[src/rtl/pipeline_ctrl_pkg.sv]
// Shared constants and types for the pipeline hazard controller.
// Also holds the load-use detection rule so every user applies the same check.
package pipeline_ctrl_pkg;

    localparam logic       ST_RUN      = 1'b0;
    localparam logic       ST_MDU_WAIT = 1'b1;
    localparam logic [4:0] REG_ZERO    = 5'd0;

    typedef enum logic {
        StRun     = ST_RUN,
        StMduWait = ST_MDU_WAIT
    } hz_state_e;

    function automatic logic load_use_hazard(
        input logic       ex_mem_read,
        input logic [4:0] ex_rt,
        input logic [4:0] id_rs,
        input logic [4:0] id_rt,
        input logic       id_uses_rt
    );
        return ex_mem_read && (ex_rt != REG_ZERO) &&
               ((ex_rt == id_rs) || (id_uses_rt && (ex_rt == id_rt)));
    endfunction

endpackage

[src/rtl/hazard_perf_counters.sv]
// Stall and flush performance counters for the hazard controller.
// stall_cycles wraps at 2^32; flush_count saturates at its maximum.
module hazard_perf_counters (
    input  logic        clk,
    input  logic        rst_n,
    input  logic        stall,
    input  logic        flush,
    output logic [31:0] stall_cycles,
    output logic [15:0] flush_count
);

    logic [31:0] stall_cnt_q, stall_cnt_d;
    logic [15:0] flush_cnt_q, flush_cnt_d;

    always_comb begin
        stall_cnt_d = stall_cnt_q;
        flush_cnt_d = flush_cnt_q;
        if (stall) begin
            stall_cnt_d = stall_cnt_q + 32'd1;
        end
        if (flush && (flush_cnt_q != 16'hFFFF)) begin
            flush_cnt_d = flush_cnt_q + 16'd1;
        end
    end

    always_ff @(posedge clk or negedge rst_n) begin
        if (!rst_n) begin
            stall_cnt_q <= 32'd0;
            flush_cnt_q <= 16'd0;
        end else begin
            stall_cnt_q <= stall_cnt_d;
            flush_cnt_q <= flush_cnt_d;
        end
    end

    assign stall_cycles = stall_cnt_q;
    assign flush_count  = flush_cnt_q;

endmodule

[src/rtl/hazard_ctrl_unit.sv]
// Hazard controller for the 5-stage core: load-use stalls, taken-branch flushes
// and front-end hold while a multi-cycle mult/div occupies EX.
module hazard_ctrl_unit
    import pipeline_ctrl_pkg::*;
#(
    parameter int unsigned MDU_LATENCY = 4,
    parameter int unsigned CNT_W       = 4
) (
    input  logic        clk,
    input  logic        rst_n,
    input  logic [4:0]  id_rs,
    input  logic [4:0]  id_rt,
    input  logic        id_uses_rt,
    input  logic        ex_mem_read,
    input  logic [4:0]  ex_rt,
    input  logic        ex_branch_taken,
    input  logic        ex_mdu_start,
    output logic        pc_write,
    output logic        if_id_write,
    output logic        if_id_flush,
    output logic        id_ex_flush,
    output logic        mdu_busy,
    output logic [31:0] stall_cycles,
    output logic [15:0] flush_count
);

    localparam logic [CNT_W-1:0] WaitLoad = CNT_W'(MDU_LATENCY - 1);
    localparam logic [CNT_W-1:0] WaitLast = CNT_W'(1);

    hz_state_e        state_q, state_d;
    logic [CNT_W-1:0] wait_cnt_q, wait_cnt_d;
    logic             hazard;
    logic             flush_evt;

    assign hazard = load_use_hazard(ex_mem_read, ex_rt, id_rs, id_rt, id_uses_rt);

    // Mealy outputs; reset forces the free-running defaults regardless of inputs.
    always_comb begin
        pc_write    = 1'b1;
        if_id_write = 1'b1;
        if_id_flush = 1'b0;
        id_ex_flush = 1'b0;
        mdu_busy    = 1'b0;
        flush_evt   = 1'b0;
        state_d     = state_q;
        wait_cnt_d  = wait_cnt_q;
        if (rst_n) begin
            unique case (state_q)
                StRun: begin
                    if (ex_branch_taken) begin
                        if_id_flush = 1'b1;
                        id_ex_flush = 1'b1;
                        flush_evt   = 1'b1;
                    end else begin
                        if (hazard) begin
                            pc_write    = 1'b0;
                            if_id_write = 1'b0;
                            id_ex_flush = 1'b1;
                        end
                        if (ex_mdu_start) begin
                            state_d    = StMduWait;
                            wait_cnt_d = WaitLoad;
                        end
                    end
                end
                StMduWait: begin
                    pc_write    = 1'b0;
                    if_id_write = 1'b0;
                    id_ex_flush = 1'b1;
                    mdu_busy    = 1'b1;
                    if (wait_cnt_q == WaitLast) begin
                        state_d    = StRun;
                        wait_cnt_d = '0;
                    end else begin
                        wait_cnt_d = wait_cnt_q - WaitLast;
                    end
                end
                default: begin
                    state_d    = StRun;
                    wait_cnt_d = '0;
                end
            endcase
        end
    end

    always_ff @(posedge clk or negedge rst_n) begin
        if (!rst_n) begin
            state_q    <= StRun;
            wait_cnt_q <= '0;
        end else begin
            state_q    <= state_d;
            wait_cnt_q <= wait_cnt_d;
        end
    end

    hazard_perf_counters u_perf (
        .clk          (clk),
        .rst_n        (rst_n),
        .stall        (~pc_write),
        .flush        (flush_evt),
        .stall_cycles (stall_cycles),
        .flush_count  (flush_count)
    );

endmodule

[config.mk]
export PLATFORM = sky130hd
export DESIGN_NAME = hazard_ctrl_unit
export DESIGN_NICKNAME = d
export VERILOG_FILES = /design/src/rtl/pipeline_ctrl_pkg.sv /design/src/rtl/hazard_perf_counters.sv /design/src/rtl/hazard_ctrl_unit.sv
export SDC_FILE = /design/constraint.sdc
export NUM_CORES = 1
export LEC_CHECK = 0
export ABC_CLOCK_PERIOD_IN_PS = 1800
export BUFFER_PORTS_ARGS = -buffer_cell sky130_fd_sc_hd__buf_2
export CAP_MARGIN = 20
export CELL_PAD_IN_SITES_DETAIL_PLACEMENT = 0
export CELL_PAD_IN_SITES_GLOBAL_PLACEMENT = 1
export CORE_UTILIZATION = 37
export CTS_BUF_LIST = sky130_fd_sc_hd__clkbuf_2
export DETAILED_ROUTE_END_ITERATION = 10
export PLACE_DENSITY = 0.87
export SYNTH_ARGS = -nofsm -noshare
export SYNTH_HDL_FRONTEND = slang
export SYNTH_SLANG_ARGS = --single-unit
[constraint.sdc]
create_clock -name clk -period 1.8 [get_ports clk]
set_input_delay 0.27 -clock clk [delete_from_list [all_inputs] [get_ports clk]]
set_output_delay 0.27 -clock clk [all_outputs]
set_load 0.005 [all_outputs]
==> results of run 1 <==
-- final cells by class --
class	instances	area, sq um	area share [%]
Multi-Input combinational cell	181	1360	37.3
Clock inverter	3	41.3	1.14
Timing Repair Buffer	116	727	20.0
Tap cell	96	120	3.31
Inverter	8	32.5	0.897
Clock buffer	5	25.0	0.690
Sequential cell	53	1330	36.6
-- per-stage QoR --
step	hold slack, ns	worst slack (ns)	utilization [%]
detailed placement	0.330	-0.211	49.3
floorplan	-0.0256	-0.0293	-
global route	0.0538	-0.0800	52.8
CTS	0.0160	-0.00979	51.1
finish	0.0530	-0.0448	52.8
global placement	0.318	-0.189	49.3
-- worst max path at each step --
stage	startpoint	to	slack (ns)	depth (start not counted)
after detailed placement	ex_rt[1]	u_perf.stall_cycles[12]	-0.21	9
final	ex_rt[2]	id_ex_flush	-0.04	6
after floorplan	ex_rt[0]	pc_write	-0.03	7
after global routing	ex_rt[2]	pc_write	-0.08	8
after CTS	ex_rt[2]	id_ex_flush	-0.01	6
after global placement	ex_rt[1]	id_ex_flush	-0.19	6
-- synth_stat cells (2+ instances only) --
cell      number  area (sq um)
and3_2         2          15.0
dfrtp_1       53          1330
buf_6          4          45.0
a21oi_1        2          10.0
xor2_1        20           175
nand3_1       16          80.1
nand2_1       17          63.8
xnor2_1       37           324
ha_1           4          50.1
o21ai_0        3          15.0
nor3_1         7          35.0
and2_1         3          18.8
and3_1        11          68.8
and4_1         6          52.6
nand4_1       19           119
inv_1          8          30.0
clkbuf_1       2          7.51
nor2_1        16          60.1
-- flip-flops by register name (all words and copies together) (netlist names) --
name / count
wait_cnt_q: 4
u_perf.flush_count: 16
state_q: 1
u_perf.stall_cycles: 32
-- layer usage --
metal / global-route usage (%) / up-vias / wire length, microns
met3: 3.22 / 8 / 243
li1: - / 1095 / -
met1: 21.4 / 1121 / 2790
met5: 0 / - / 0
met2: 30.8 / 51 / 3120
met4: 4.39 / 0 / 76
-- power by group through the flow --
stage	sequential, mW	combinational [mW]	clock (mW)
final	1.50	0.956	0.616
after global routing	1.53	1.07	0.679
after CTS	1.51	0.921	0.640
after detailed placement	1.53	0.878	0
after global placement	1.52	0.848	0
after floorplan	1.54	0.481	0
-- repair_timing --
item                                   in CTS  in global routing
pin swaps                                   4                 11
setup endpoints to repair                  12                 19
endpoints found under the hold margin      17                  0
setup buffers                               3                  3
resized for setup                           6                 26
hold buffers                                1                  0
cloned                                      0                  0
-- cell families (layout without fill, tap and decap cells) --
kind of cell	Yosys count	after routing
multiplexers	1	1
adder cells (fa/ha/maj)	4	4
AO/OA/AOI/OAI	12	12
AND/OR/NAND/NOR	107	107
XOR/XNOR	57	57
buffers and inverters	15	132
flip-flops	53	53
-- cells in the final DEF, fill, tap and decap left out, types with 4 or more instances in the layout --
cell type	count
buf_2	69
and3_1	11
xor2_1	20
dfrtp_1	52
nand2_1	16
nand3_1	16
buf_6	7
xnor2_1	37
nor2_1	12
inv_1	7
and4_4	4
nand4_1	19
buf_4	39
clkbuf_2	5
-- tightest hold or removal path: stages --
cell	delay (ns)
buf_2	0.14
buf_4	0.14
buf_4	0.42
==> impl_metrics.env, run 1 <==
export IMPL_p_seq_share_pct=48.9
export IMPL_p_clk_share_pct=20.0
export IMPL_combPwrFrac_pct=31.1
export IMPL_yosys_warnings=0
export IMPL_cp_arrival_ns=1.57
export IMPL_synthCells=249
export IMPL_antenna_found_initial=0
export IMPL_ir_drop_mv=0.573
export IMPL_crit_chain="buf_6, or4_4, o21ai_4, nor2_2, o31a_1, buf_2"
export IMPL_place_area_sq_mm=0.00338
export IMPL_synth_main_ff_cell="dfrtp_1"
export IMPL_final_hold_viol_count=0
export IMPL_worstHoldPathType="primary input to asynchronous set/reset pin"
export IMPL_violations="negative setup slack"
export IMPL_slowest_delay_ns=0.54
export IMPL_place_congestion=0.786
export IMPL_core_area_sq_mm=0.00687
export IMPL_dr_pass1_iters=4
export IMPL_avgSynthCellArea_sq_um=10.7
export IMPL_synth_xor_xnor_area_share_pct=18.7
export IMPL_p_switching_mw=1.01
export IMPL_rr_endpoint="u_perf.flush_count[10]"
export IMPL_synth_compound_area_share_pct=3.56
export IMPL_totalPowerFinal_mw=3.08
export IMPL_synth_seq_cells=53
export IMPL_cts_htree_levels=2
export IMPL_timing_final_crit_share_pct=102
export IMPL_intPower_mw=2.07
export IMPL_cpLargestDelayFamily="simple AND/OR/NAND/NOR gates"
export IMPL_grt_overflow=0
export IMPL_synth_mux_area_share_pct=0.422
export IMPL_syn_nets=274
export IMPL_wl_per_cell_microns=13.5
export IMPL_cts_buffers=5
export IMPL_drv_slew=0
export IMPL_start_util_pct=38.9
export IMPL_required_ns=1.53
export IMPL_rr_startpoint="u_perf.flush_count[0]"
export IMPL_worst_slew_pin_slew_ns=0.497
export IMPL_sw_frac_of_total_pct=32.7
export IMPL_grt_pass1_vias=2242
export IMPL_finalWirelength_microns=6230
export IMPL_numPortBuffers=73
export IMPL_clock_fmax_mhz=542
export IMPL_fillers=647
export IMPL_startpoint_type="primary input"
export IMPL_drt_iter0_drc=75
export IMPL_setup_tns_ns=-0.116
export IMPL_viasPerCell=4.92
export IMPL_setup_slack_ns=-0.0448
export IMPL_ys_seq_area_share_pct=49.7
export IMPL_dp_cells=447
export IMPL_drcViolationCount=0
export IMPL_p_leak_nw=1.89
export IMPL_drive_above_1_share_pct=40.4
export IMPL_die_h_microns=86.9
export IMPL_synth_edff_count=0
export IMPL_reg2regPathDepth=6
export IMPL_cp_max_fo=3
export IMPL_min_period_ns=1.84
export IMPL_synth_top_family_by_area="simple AND/OR/NAND/NOR gates"
export IMPL_drv_cap=0
export IMPL_antenna_left=0
export IMPL_synthDistinctLibCells=37
export IMPL_maxSlewHeadroom_pct=66.8
export IMPL_cts_tree="done"
export IMPL_vias=2275
export IMPL_setup_viol=3
export IMPL_grt_max_degree=41
export IMPL_power_density_mw_per_mm2=848
export IMPL_grt_use_total_pct=17.2
export IMPL_cts_sinks=53
export IMPL_diodes=0
export IMPL_r2r_slack_ns=0.01
export IMPL_outcome="complete, but fails checks"
export IMPL_cpMaxStageDelayCell="or4_4"
export IMPL_grt_pass1_wl_microns=10300
export IMPL_clkLatencyLatePin_ns=0.44
export IMPL_critPathBufInv=2
export IMPL_fp_row_count=30
export IMPL_rsz0062_at_grt="yes"
export IMPL_yosys_area_share_simple_pct=22.4
export IMPL_die_area_sq_mm=0.00756
export IMPL_skew_ns=0.0116
export IMPL_ios=74
export IMPL_post_dp_hpwl_microns=4610
export IMPL_final_cells=462
export IMPL_max_clock_path_buffers=2
export IMPL_end_kind="output port"
export IMPL_fin_area_sq_mm=0.00363
export IMPL_syn_cell_area_sq_mm=0.00267
export IMPL_path_class="primary input to output port"
export IMPL_cts_root_buf="clkbuf_2"
export IMPL_nets=390
export IMPL_async_flop_share_pct=100
export IMPL_die_w_microns=86.9
export IMPL_area_delta_synth_final_pct=36.0
export IMPL_clk_pin_slew_ns=0.26
export IMPL_synthAdderAreaFrac_pct=1.88
Note: power is estimated with default switching activity, not from simulation.
==> run 2: changes to the inputs <==
--- a/config.mk
+++ b/config.mk
@@ -5,15 +5,15 @@
 export SDC_FILE = /design/constraint.sdc
 export NUM_CORES = 1
 export LEC_CHECK = 0
-export ABC_CLOCK_PERIOD_IN_PS = 1800
+export ABC_CLOCK_PERIOD_IN_PS = 2200
 export BUFFER_PORTS_ARGS = -buffer_cell sky130_fd_sc_hd__buf_2
 export CAP_MARGIN = 20
 export CELL_PAD_IN_SITES_DETAIL_PLACEMENT = 0
 export CELL_PAD_IN_SITES_GLOBAL_PLACEMENT = 1
-export CORE_UTILIZATION = 37
+export CORE_UTILIZATION = 40
 export CTS_BUF_LIST = sky130_fd_sc_hd__clkbuf_2
 export DETAILED_ROUTE_END_ITERATION = 10
-export PLACE_DENSITY = 0.87
+export PLACE_DENSITY = 0.9
 export SYNTH_ARGS = -nofsm -noshare
 export SYNTH_HDL_FRONTEND = slang
 export SYNTH_SLANG_ARGS = --single-unit
==> constraint.sdc (replaced) <==
create_clock -name clk -period 2.2 [get_ports clk]
set_input_delay 0.33 -clock clk [delete_from_list [all_inputs] [get_ports clk]]
set_output_delay 0.33 -clock clk [all_outputs]
set_load 0.005 [all_outputs]
==> run 2 against run 1 <==
The run now ends clean. Utilization down 2.4 points. Sequential share of layout area is 4.6 points higher. Final cell count decreased by 12%.
==> impl_metrics.env, run 2 (synthesis results as in run 1) <==
export IMPL_numPortBuffers=73
export IMPL_cpMaxStageDelayCell="or4_2"
export IMPL_ios=74
export IMPL_area_delta_synth_final_pct=20.7
export IMPL_required_ns=1.87
export IMPL_vias=2120
export IMPL_drcViolationCount=0
export IMPL_r2r_slack_ns=0.28
export IMPL_max_clock_path_buffers=2
export IMPL_p_leak_nw=1.64
export IMPL_min_period_ns=2.10
export IMPL_cpMostUsedCell="buf_2"
export IMPL_startpoint_type="primary input"
export IMPL_die_h_microns=83.7
export IMPL_clkLatencyLatePin_ns=0.47
export IMPL_drive_above_1_share_pct=29.3
export IMPL_cts_htree_levels=2
export IMPL_worstHoldPathType="primary input to asynchronous set/reset pin"
export IMPL_largest_register_ffs=32
export IMPL_ir_drop_mv=0.519
export IMPL_viasPerCell=5.20
export IMPL_final_common_cell="buf_2"
export IMPL_rr_startpoint="u_perf.flush_count[1]"
export IMPL_cts_sinks=53
export IMPL_antenna_left=0
export IMPL_diodes=0
export IMPL_path_class="primary input to output port"
export IMPL_dr_pass1_iters=5
export IMPL_critPathCapture="id_ex_flush"
export IMPL_end_kind="output port"
export IMPL_worst_slew_pin_slew_ns=0.818
export IMPL_grt_pass1_wl_microns=9660
export IMPL_rsz0062_at_grt="no"
export IMPL_final_hold_viol_count=0
export IMPL_timing_final_crit_share_pct=95.2
export IMPL_cp_arrival_ns=1.77
export IMPL_cp_max_fo=3
export IMPL_place_congestion=0.758
export IMPL_power_density_mw_per_mm2=743
export IMPL_cts_buffers=5
export IMPL_core_area_sq_mm=0.00639
export IMPL_grt_max_degree=37
export IMPL_drv_slew=0
export IMPL_crit_chain="buf_2, or4_2, o21ai_2, nor2_1, o31a_1, buf_2"
export IMPL_finalWirelength_microns=5640
export IMPL_start_util_pct=41.8
export IMPL_die_w_microns=83.7
export IMPL_maxSlewHeadroom_pct=45.3
export IMPL_clock_fmax_mhz=477
export IMPL_reg2regPathDepth=6
export IMPL_rr_endpoint="u_perf.flush_count[12]"
export IMPL_nets=355
export IMPL_setup_slack_ns=0.105
export IMPL_dp_slack_ns=0.0984
export IMPL_slowest_delay_ns=0.67
export IMPL_grt_overflow=0
export IMPL_drv_cap=0
export IMPL_post_dp_hpwl_microns=4140
export IMPL_setup_tns_ns=0
export IMPL_cts_tree="done"
export IMPL_grt_use_total_pct=17.1
export IMPL_outcome="complete, no violations"
export IMPL_skew_ns=0.0415
export IMPL_grt_pass1_vias=2035
export IMPL_wl_per_cell_microns=13.8
export IMPL_die_area_sq_mm=0.00700
export IMPL_drt_iter0_drc=77
export IMPL_fp_row_count=29
export IMPL_clk_pin_slew_ns=0.32
export IMPL_cts_setup_buffers=0
export IMPL_cts_root_buf="clkbuf_2"
export IMPL_setup_viol=0
export IMPL_crit_start="ex_rt[1]"
export IMPL_antenna_found_initial=0
export IMPL_final_cell_mix="buf_2 (73), dfrtp_1 (53), xnor2_1 (37)"
-- run 2: changes by cell type in the layout (fill, tap and decap cells not counted), moves of 3 or more --
cell,before,now
buf_2,69,73
nor3_1,3,7
nor2_1,12,15
buf_4,39,6
buf_6,7,0
and4_4,4,0
and4_1,3,6
-- run 2: critical path, delay by kind of cell --
family	cells	cell delay (ns)
buf+inv	2	0.25
compound gates	2	0.45
simple gates	2	0.74
-- run 2: power by group --
group	internal, mW	switching (mW)
sequential	1.11	0.153
clock	0.201	0.339
combinational	0.283	0.308
-- run 2: worst min-delay path by stage --
stage | startpoint | cells after the start | to | slack, ns
2_1_floorplan | rst_n | 0 | state_q | 0.03
3_3_place_gp | rst_n | 2 | u_perf.stall_cycles[8] | 0.40
3_5_place_dp | rst_n | 2 | u_perf.stall_cycles[9] | 0.40
4_1_cts | rst_n | 3 | u_perf.stall_cycles[13] | 0.09
5_1_grt | rst_n | 3 | u_perf.stall_cycles[13] | 0.08
6_report | rst_n | 3 | u_perf.stall_cycles[13] | 0.1
-- run 2: final cells by class --
cell class / count / area [sq um]
fill: 599 / 3170
multi-input combinational: 181 / 1250
timing repair buffer: 81 / 440
clock buffer: 5 / 25.0
clock inverter: 3 / 47.5
tap: 77 / 96.3
inverter: 8 / 30.0
sequential: 53 / 1330
-- run 2: metrics by stage --
stage,power [mW],cells,instance area [sq um],hold WS [ns],util (%)
2_1_floorplan,1.64,249,2670,0.0344,-
3_3_place_gp,1.86,399,3140,0.402,49.1
6_report,2.39,408,3220,0.0966,50.4
3_5_place_dp,1.87,399,3140,0.402,49.1
4_1_cts,2.42,408,3220,0.0884,50.4
5_1_grt,2.56,408,3220,0.0780,50.4
-- run 2: metal layers --
metal / vias to the layer above / wire (microns) / track usage, %
li1: 1027 / - / -
met1: 1039 / 2650 / 22.5
met2: 50 / 2680 / 28.5
met3: 4 / 277 / 4.35
met4: 0 / 33 / 3.54
met5: - / 0 / 0
-- run 2: timing repair --
item / CTS / global route
gates resized for setup: 0 / 1
endpoints found under the hold margin: 17 / 0
endpoints found under the setup margin: 0 / 5
hold buffers: 1 / 0
